## src/rtl/fcs_pkg.sv

```systemverilog
// Shared CRC-32 definitions for the FCS checker.
// - CRC32_POLY / CRC32_INIT: non-reflected Ethernet CRC-32, MSB-first per byte.
// - CRC32_PASS: all-ones pattern that the transmitter XORs onto the FCS.
// - CRC32_RESIDUE: register value after a frame whose trailing FCS is the
//   complemented CRC, i.e. CRC32_PASS carried through 32 more shifts.
// - crc32_byte(): one-byte CRC update, bit 7 enters first.
// - fcs_state_t: checker FSM states.
package fcs_pkg;

    localparam logic [31:0] CRC32_POLY = 32'h04C11DB7;
    localparam logic [31:0] CRC32_INIT = 32'hFFFFFFFF;
    localparam logic [31:0] CRC32_PASS = 32'hFFFFFFFF;

    typedef enum logic {
        IDLE     = 1'b0,
        IN_FRAME = 1'b1
    } fcs_state_t;

    function automatic logic [31:0] crc32_byte(input logic [31:0] crc,
                                               input logic [7:0]  data);
        logic [31:0] c;
        c = crc;
        for (int i = 7; i >= 0; i--) begin
            if (c[31] ^ data[i]) c = {c[30:0], 1'b0} ^ CRC32_POLY;
            else                 c = {c[30:0], 1'b0};
        end
        return c;
    endfunction

    // Appending the complemented CRC leaves (all-ones * x^32) mod POLY in the
    // register; four zero bytes fed through the update compute exactly that.
    localparam logic [31:0] CRC32_RESIDUE =
        crc32_byte(crc32_byte(crc32_byte(crc32_byte(CRC32_PASS, 8'h00), 8'h00), 8'h00), 8'h00);

endpackage

```

## src/rtl/crc32_lanes.sv

```systemverilog
// Combinational multi-lane CRC-32 update.
// Ports:
//   crc_in  - register value before this beat
//   data    - lane k = data[8k+7:8k], lane 0 first in stream order
//   nbytes  - number of valid lanes (0..DATA_BYTES), lanes 0..nbytes-1 used
//   crc_out - register value after chaining crc32_byte over the valid lanes
module crc32_lanes
    import fcs_pkg::*;
#(
    parameter int DATA_BYTES = 4,
    parameter int NB_W       = $clog2(DATA_BYTES + 1)
) (
    input  logic [31:0]             crc_in,
    input  logic [8*DATA_BYTES-1:0] data,
    input  logic [NB_W-1:0]         nbytes,
    output logic [31:0]             crc_out
);

    logic [31:0] c;

    always_comb begin
        c = crc_in;
        for (int k = 0; k < DATA_BYTES; k++) begin
            if (k < int'(nbytes)) c = crc32_byte(c, data[8*k +: 8]);
        end
        crc_out = c;
    end

endmodule

```

## src/rtl/fcs_check_multilane.sv

```systemverilog
// Ethernet FCS checker for frames delivered DATA_BYTES bytes per beat.
// Ports:
//   clk, reset        - clock, synchronous active-high reset
//   in_valid          - beat qualifier; gaps allowed, no backpressure
//   in_sof / in_eof   - first / last beat of a frame (qualified by in_valid)
//   in_nbytes         - valid lanes on the eof beat (0 means all lanes)
//   data_in           - beat data, lane 0 first
//   in_abort          - drop the open frame (does not need in_valid)
//   result_valid      - one-cycle pulse, one cycle after each completed eof
//   fcs_error, runt_error, frame_len - frame verdict, valid with result_valid
//   good_cnt, bad_cnt - saturating frame statistics
// Handshake: the source presents a beat whenever in_valid is high and it is
// always consumed on that clock edge; result_valid is a single-cycle pulse
// with no acknowledge, so the consumer must capture the verdict that cycle.
module fcs_check_multilane
    import fcs_pkg::*;
#(
    parameter int DATA_BYTES = 4,
    parameter int MIN_BYTES  = 64,
    parameter int LEN_W      = 16,
    parameter int CNT_W      = 32
) (
    input  logic                             clk,
    input  logic                             reset,
    input  logic                             in_valid,
    input  logic                             in_sof,
    input  logic                             in_eof,
    input  logic [$clog2(DATA_BYTES+1)-1:0]  in_nbytes,
    input  logic [8*DATA_BYTES-1:0]          data_in,
    input  logic                             in_abort,
    output logic                             result_valid,
    output logic                             fcs_error,
    output logic                             runt_error,
    output logic [LEN_W-1:0]                 frame_len,
    output logic [CNT_W-1:0]                 good_cnt,
    output logic [CNT_W-1:0]                 bad_cnt
);

    localparam int              NB_W    = $clog2(DATA_BYTES + 1);
    localparam logic [LEN_W-1:0] MIN_LEN = LEN_W'(MIN_BYTES);

    fcs_state_t       state_q, state_d;
    logic [31:0]      crc_q, crc_d;
    logic [LEN_W-1:0] len_q, len_d;
    logic             frame_done;

    logic             start;
    logic [NB_W-1:0]  lanes;
    logic [31:0]      crc_lane_in, crc_lane_out;
    logic [LEN_W-1:0] len_base, len_adv;
    logic [LEN_W:0]   len_sum;
    logic             fcs_bad, runt;

    // A new frame starts from init whether the block is idle or a frame is
    // open (the open one is dropped); abort on the same beat wins.
    always_comb begin
        start = in_valid && in_sof && !in_abort;
        lanes = NB_W'(DATA_BYTES);
        if (in_eof && (in_nbytes != '0) && (in_nbytes < NB_W'(DATA_BYTES)))
            lanes = in_nbytes;
        crc_lane_in = start ? CRC32_INIT : crc_q;
        len_base    = start ? '0 : len_q;
        len_sum     = {1'b0, len_base} + (LEN_W+1)'(lanes);
        len_adv     = len_sum[LEN_W] ? '1 : len_sum[LEN_W-1:0];
    end

    crc32_lanes #(
        .DATA_BYTES (DATA_BYTES),
        .NB_W       (NB_W)
    ) u_crc (
        .crc_in  (crc_lane_in),
        .data    (data_in),
        .nbytes  (lanes),
        .crc_out (crc_lane_out)
    );

    always_ff @(posedge clk) begin
        if (reset) begin
            state_q <= IDLE;
            crc_q   <= CRC32_INIT;
            len_q   <= '0;
        end else begin
            state_q <= state_d;
            crc_q   <= crc_d;
            len_q   <= len_d;
        end
    end

    always_comb begin
        state_d    = state_q;
        crc_d      = crc_q;
        len_d      = len_q;
        frame_done = 1'b0;
        case (state_q)
            IDLE: begin
                if (start) begin
                    crc_d = crc_lane_out;
                    len_d = len_adv;
                    if (in_eof) frame_done = 1'b1;
                    else        state_d    = IN_FRAME;
                end
            end
            IN_FRAME: begin
                if (in_abort) begin
                    state_d = IDLE;
                end else if (in_valid) begin
                    crc_d = crc_lane_out;
                    len_d = len_adv;
                    if (in_eof) begin
                        frame_done = 1'b1;
                        state_d    = IDLE;
                    end
                end
            end
            default: state_d = IDLE;
        endcase
    end

    assign fcs_bad = (crc_d != CRC32_RESIDUE);
    assign runt    = (len_d < MIN_LEN);

    always_ff @(posedge clk) begin
        if (reset) begin
            result_valid <= 1'b0;
            fcs_error    <= 1'b0;
            runt_error   <= 1'b0;
            frame_len    <= '0;
            good_cnt     <= '0;
            bad_cnt      <= '0;
        end else begin
            result_valid <= frame_done;
            if (frame_done) begin
                fcs_error  <= fcs_bad;
                runt_error <= runt;
                frame_len  <= len_d;
                if (fcs_bad || runt) begin
                    if (bad_cnt != '1) bad_cnt <= bad_cnt + CNT_W'(1);
                end else begin
                    if (good_cnt != '1) good_cnt <= good_cnt + CNT_W'(1);
                end
            end
        end
    end

endmodule

```

## config.mk

```make
export PLATFORM = sky130hd
export DESIGN_NAME = fcs_check_multilane
export DESIGN_NICKNAME = d
export VERILOG_FILES = /design/src/rtl/fcs_pkg.sv /design/src/rtl/crc32_lanes.sv /design/src/rtl/fcs_check_multilane.sv
export SDC_FILE = /design/constraint.sdc
export NUM_CORES = 1
export LEC_CHECK = 0
export CELL_PAD_IN_SITES_DETAIL_PLACEMENT = 1
export CELL_PAD_IN_SITES_GLOBAL_PLACEMENT = 1
export CORE_ASPECT_RATIO = 1.1
export CORE_MARGIN = 3
export CORE_UTILIZATION = 54
export DETAILED_ROUTE_END_ITERATION = 6
export DONT_BUFFER_PORTS = 1
export PLACE_DENSITY_LB_ADDON = 0.25
export SYNTH_ARGS = -nofsm -noshare
export SYNTH_HDL_FRONTEND = slang
export SYNTH_SLANG_ARGS = --single-unit
export TNS_END_PERCENT = 100
```

## constraint.sdc

```tcl
create_clock -name clk -period 14.3 [get_ports clk]
set_input_delay 1.43 -clock clk [delete_from_list [all_inputs] [get_ports clk]]
set_output_delay 1.43 -clock clk [all_outputs]
set_load 0.005 [all_outputs]
```

# Word-level counts from Yosys, hierarchy flattened
# Index checks and enable logic that the tools add are counted.
[classes]
n_lt_le_gt_ge = 6
n_eq_ne = 3
mux = 86
add_sub_neg = 3
bitwise_logic = 66
n_reduce_logical = 9
[ops]
columns = ["operator", "count"]
rows = [
  ["two-way mux 32 bit", 36],
  ["two-way mux 27 bit", 32],
  ["inverter 14 bit", 32],
  ["!= test 32 bit (second input constant)", 3],
  ["two-way mux 16 bit", 5],
  ["adder 32 x 1 -> 32 bit (second input constant)", 2],
  ["case mux 32 bit (2 select lines)", 1],
  ["case mux 16 bit (2 select lines)", 1],
  ["XOR 1 bit", 32],
  ["adder 16 x 3 -> 17 bit", 1],
  ["less-than comparator 16 x 7 -> 1 bit (second input constant)", 1],
  ["two-way mux 1 bit", 8],
  ["less-than comparator 1 x 3 -> 1 bit (first input constant)", 2],
  ["less-than comparator 2 x 3 -> 1 bit (first input constant)", 2],
  ["AND reduction 3 bit", 2],
  ["logical AND 1 bit", 4],
  ["case mux 1 bit (2 select lines)", 2],
  ["less-than comparator 3 bit (second input constant)", 1],
  ["two-way mux 3 bit", 1],
  ["nonzero test 3 bit", 1],
  ["inverter 1 bit", 2],
  ["zero test 1 bit", 1],
  ["logical OR 1 bit", 1],
]
[totals]
register_bits = 132
word_cells = 182
input_bits = 41
output_inout_bits = 83

# Longest topological paths before layout
[logic_depth]
ltp_word = 106
mapped_depth = 27
depth_no_buf = 20

# Hierarchy
# A second synthesis with hierarchy kept.
[unflattened]
hier_cells = 1465
area_unflattened_um2 = 12330.6
[modules_own_cells]
columns = ["mod", "instances", "seq_area_each_um2", "cells_per_inst", "area_per_inst_um2"]
rows = [
  ["fcs_check_multilane", 1, 2642.5, 889, 6970.4],
  ["crc32_lanes", 1, 0.0, 576, 5360.1],
]

# Worst setup path before layout
# OpenSTA, ideal clock, no wires.
[synth_path]
kind = "input-to-reg"
from = "input port in_valid"
to = "register bad_cnt[1]"
arrival_time_ns = 7.626
n_path_buf = 5
setup_time_ns = 0.128
stages = 24
slack_ns = 6.546
required_ns = 14.172
cell_sequence = "buf_2 nand2b_1 buf_4 o221a_2 buf_6 xnor3_2 xnor2_4 xnor3_1 mux2i_2 xnor3_1 xnor3_1 o21ai_2 xor2_4 xor3_1 xnor3_1 a221oi_1 a21o_1 or4_4 nor4_4 a21o_1 buf_2 buf_4 mux2i_1 nor2_1"
[synth_via]
elab_chain_cells = 82
elab_cells_between_ends = 150
cone_classes = "add/sub (1); order compare (1); eq/ne (1); mux (79); bitwise (64); reduce/logical (4)"
[synth_lines]
columns = ["element", "line_no", "source"]
rows = [
  ["start, declared", "fcs_check_multilane.sv:25", "input logic in_valid,"],
  ["logical AND 1 bit (2 in series)", "fcs_check_multilane.sv:57", "start = in_valid && in_sof && !in_abort;"],
  ["two-way mux 32 bit", "fcs_check_multilane.sv:61", "crc_lane_in = start ? CRC32_INIT : crc_q;"],
  ["XOR 1 bit, or another cell as far along", "fcs_pkg.sv:24", "if (c[31] ^ data[i]) c = {c[30:0], 1'b0} ^ CRC32_POLY;"],
  ["two-way mux 27 bit, or another cell as far along", "fcs_pkg.sv:24", ""],
  ["two-way mux 32 bit, or another cell as far along", "crc32_lanes.sv:24", "if (k < int'(nbytes)) c = crc32_byte(c, data[8*k +: 8]);"],
  ["inverter 14 bit (no line), or another cell as far along", "-", ""],
  ["two-way mux 27 bit, or another cell as far along", "fcs_pkg.sv:24", ""],
  ["two-way mux 32 bit, or another cell as far along", "crc32_lanes.sv:24", ""],
  ["(+65 left out)", "-", ""],
  ["two-way mux 27 bit / two-way mux 32 bit (equally long branches)", "fcs_pkg.sv:24, crc32_lanes.sv:24", ""],
  ["two-way mux 32 bit", "crc32_lanes.sv:24", ""],
  ["two-way mux 32 bit", "fcs_check_multilane.sv:106", "end else if (in_valid) begin"],
  ["two-way mux 32 bit", "fcs_check_multilane.sv:104", "if (in_abort) begin"],
  ["case mux 32 bit (2 select lines)", "fcs_check_multilane.sv:94", "case (state_q)"],
  ["!= test 32 bit", "fcs_check_multilane.sv:119", "assign fcs_bad = (crc_d != CRC32_RESIDUE);"],
  ["logical OR 1 bit", "fcs_check_multilane.sv:136", "if (fcs_bad || runt) begin"],
  ["AND reduction 3 bit (no line) (*)", "-", ""],
  ["end signal, assigned", "fcs_check_multilane.sv:137", "if (bad_cnt != '1) bad_cnt <= bad_cnt + CNT_W'(1);"],
  ["end, declared", "fcs_check_multilane.sv:36", "output logic [CNT_W-1:0] bad_cnt"],
]
# Every way passes the cells marked *; elsewhere a longest branch is shown, timed or not. The select of a mux whose other input is x is not followed.
# A chain may end at the register's enable or synchronous reset.

# Worst setup path after layout
[layout_path]
from = "input port in_abort"
to = "register bad_cnt[5]"
[layout_via]
elab_chain_cells = 82
elab_cells_between_ends = 149
cone_classes = "add/sub (1); order compare (1); eq/ne (1); mux (78); bitwise (64); reduce/logical (4)"
[layout_lines]
columns = ["element", "line_no", "source"]
rows = [
  ["start, declared", "fcs_check_multilane.sv:30", "input logic in_abort,"],
  ["zero test 1 bit", "fcs_check_multilane.sv:57", ""],
  ["logical AND 1 bit", "fcs_check_multilane.sv:57", ""],
  ["two-way mux 32 bit", "fcs_check_multilane.sv:61", ""],
  ["XOR 1 bit, or another cell as far along", "fcs_pkg.sv:24", ""],
  ["two-way mux 27 bit, or another cell as far along", "fcs_pkg.sv:24", ""],
  ["two-way mux 32 bit, or another cell as far along", "crc32_lanes.sv:24", ""],
  ["inverter 14 bit (no line), or another cell as far along", "-", ""],
  ["two-way mux 27 bit, or another cell as far along", "fcs_pkg.sv:24", ""],
  ["(+66 left out)", "-", ""],
  ["two-way mux 27 bit / two-way mux 32 bit (equally long branches)", "fcs_pkg.sv:24, crc32_lanes.sv:24", ""],
  ["two-way mux 32 bit", "crc32_lanes.sv:24", ""],
  ["two-way mux 32 bit", "fcs_check_multilane.sv:106", ""],
  ["two-way mux 32 bit", "fcs_check_multilane.sv:104", ""],
  ["case mux 32 bit (2 select lines)", "fcs_check_multilane.sv:94", ""],
  ["!= test 32 bit", "fcs_check_multilane.sv:119", ""],
  ["logical OR 1 bit", "fcs_check_multilane.sv:136", ""],
  ["AND reduction 3 bit (no line) (*)", "-", ""],
]
# Marked as above.

==> impl_metrics.ini <==
[outcome]
outcome = complete, no violations

[run]
cap_viol_max_count = 0

[sta]
rsz0062_at_grt = false
layout_setup_ws_ns = 4.79
hold_viol = 0
tightestPinTransition_ns = 1.17
setup_viol = 0
min_period_ns = 9.51
maxSlewViolCount = 0
fin_setup_tns_ns = 0
skew_ns = 0.0112
fin_crit_sh_pct = 66.5
fmax_mhz = 105
timing.slew.headroom_pct = 21.9

[placement]
dp_slack_ns = 4.42
place.gp.congestion = 1.01
hpwl_um = 31400
portBuffers = 0
dp.cells = 1666

[yosys]
synth_edf_count = 0
syn_area_um2 = 12300
ys_warn_count = 0
synth_xor_area_share_pct = 32.6
ys_types = 96
synth_compound_area_share_pct = 16.4
seq_area_frac_synth_pct = 21.6
synth_mux_area_share_pct = 3.14
synth_top_family_by_area = XOR/XNOR gates
yosys.area_share.simple_pct = 21.9
synthFlopType = dfxtp_1
syn_inst = 1442
syn_area_per_cell_um2 = 8.50
ys_ff_latch = 132
async_flop_share_pct = 0
synth_adder_area_share_pct = 0.572
syn_nets = 1488

[clock_network]
hold_buffers = 0
root_buffer = clkbuf_16
cts_inserted_buffers = 17
cts_tree = built
ctsResizeCount = 0
cts.sinks = 132
clk_latency_ns = 0.42
h-tree-depth = 4
cts.path.max_buffers = 2
clkSlewWorstSetupHoldPaths_ns = 0.06
post_cts_buffers = 0

[routing]
drt_iter0_markers = 710
first_pass_iters = 5
routed_via_density = 6.31
via_count = 10700
drc_errors = 0
ant_nets = 0
wl_per_cell_um = 24.7
drt-total-wl_um = 41900

[floorplan]
placementRows = 57
io_pins = 124
core-area_um2 = 22200
initial_core_util_pct = 55.3
die_height_um = 164
fp.dieArea_um2 = 24500
die_w_um = 150

[global_route]
grt_pass1_vias = 11300
grt_usage_pct = 33.7
grt_max_degree = 135
grt-ovfl-total = 0
antenna_found_initial = 0
grt_pass1_wl_um = 64200

[worst_setup_path]
cp-end-kind = flip-flop
criticalPathCategory = in2reg
cp.arrival_ns = 9.83
crit_slowest_cell = a21o_1
worst_setup_path_start_kind = primary input
cp_max_fo = 43
reg2reg_depth = 20
critPathMaxStageDelay_ns = 0.95
crit_required_ns = 14.61
critical_path.cell_chain = nand2b_1 > o221a_2 > xnor3_2 > xnor2_4 > xnor3_1 > mux2i_2 > xnor2_1 > xnor2_2 > xnor3_1 > o21a_1 > xnor2_1 > xnor3_1 > xnor2_1 > a222oi_1 > nand3_1 > nor4_4 > buf_4 > a21o_1 > nor2b_1 > mux2_2

[final_layout]
fin_nets = 1436
fillCellCount = 2624
drive_above_1_share_pct = 9.27
area_delta_synth_final_pct = 6.06
diodes = 0
final_cells = 1698

[min_path]
min_path_cells = 2
hp-class = reg2reg
==> worst max-delay path: cells and delay by family <==
| family | cells | cell delay [ns] |
|---|---|---|
| AO/OA/AOI/OAI | 4 | 2.51 |
| XOR/XNOR | 9 | 3.58 |
| buffers and inverters | 1 | 0.33 |
| multiplexers | 2 | 0.60 |
| AND/OR/NAND/NOR | 4 | 1.34 |
==> metal layers <==
metal	routed length [um]	share of wire (%)	track usage [%]	vias up
met4	2440	5.8	18.1	0
met2	20300	48	58.2	370
met5	0	0	0	-
met1	16600	40	39.3	5276
li1	-	-	-	4967
met3	2590	6.2	6.76	100
==> logic make-up after synthesis <==
| group | count (synthesis) |
|---|---|
| adder cells (fa/ha/maj) | 5 |
| flip-flops | 132 |
| AND/OR/NAND/NOR | 535 |
| multiplexers | 36 |
| AO/OA/AOI/OAI | 297 |
| buffers and inverters | 108 |
| XOR/XNOR | 329 |
==> sequential cells by signal (all words and copies together), names as in the netlist <==
name / flops
bad_cnt: 32
crc_q: 32
fcs_error: 1
frame_len: 16
good_cnt: 32
len_q: 16
result_valid: 1
runt_error: 1
state_q: 1
==> final cells by class <==
type                       instances  area [um2]  area share [%]
clock buffer                      18         429            3.30
tap                              295         369            2.84
inverter                          23        86.3           0.664
clock inverter                    14         198            1.52
multi-input combinational       1202        9170            70.5
timing repair buffer              14         105           0.808
sequential                       132        2640            20.3
==> cells in the final DEF (no fill, tap or decap), types with 5 or more instances in the layout <==
cell and n:
xnor2_1 177, nor2_1 167, dfxtp_1 132, nand2_1 114
a21oi_1 95, xor2_1 71, o21ai_0 45, xnor3_1 44
nand4_1 33, nand3_1 32, mux2i_1 27, or3_1 25
and3_1 24, nand2b_1 23, inv_1 22, or2_2 18
o31ai_1 18, or4_1 17, clkbuf_16 17, and2_1 16
nor2b_1 15, o21ai_1 15, nor3_1 14, buf_4 14
o21a_1 13, a211oi_1 13, xnor2_2 10, xor3_1 9
xnor2_4 8, a31oi_1 8, o22ai_1 7, a211o_1 6
a21o_1 6, o211ai_1 5, nor4_1 5, and4_1 5
a222oi_1 5, a2111oi_0 5, inv_6 5
==> path summary, 6_finish.rpt <==
path                            slack, ns            end          start
worst min-delay path                 0.49  frame_len[14]  frame_len[14]
worst max register to register       5.89     bad_cnt[5]      crc_q[29]
worst max-delay path                 4.79     bad_cnt[5]       in_abort
worst min register to register       0.49  frame_len[14]  frame_len[14]
==> Yosys cell counts (27+ instances only) <==
library cell,number,area (um2)
xnor3_1,44,991
xor2_1,71,622
nand2_1,114,428
xnor2_1,177,1550
a21oi_1,95,475
nor2_1,168,631
mux2i_1,27,270
dfxtp_1,132,2640
nand3_1,32,160
clkbuf_1,60,225
nand4_1,33,206
o21ai_0,46,230
==> metrics by stage <==
step	hold WS [ns]	instance area (um2)	util, %
finish	0.491	13000	58.6
global route	0.521	13000	58.6
CTS	0.499	13000	58.6
detailed placement	0.491	12400	55.8
global placement	0.473	12400	55.8
floorplan	0.453	12300	-
Power is not shown: default switching activity piles up to over one toggle a cycle in this logic, so the estimate is an artifact.
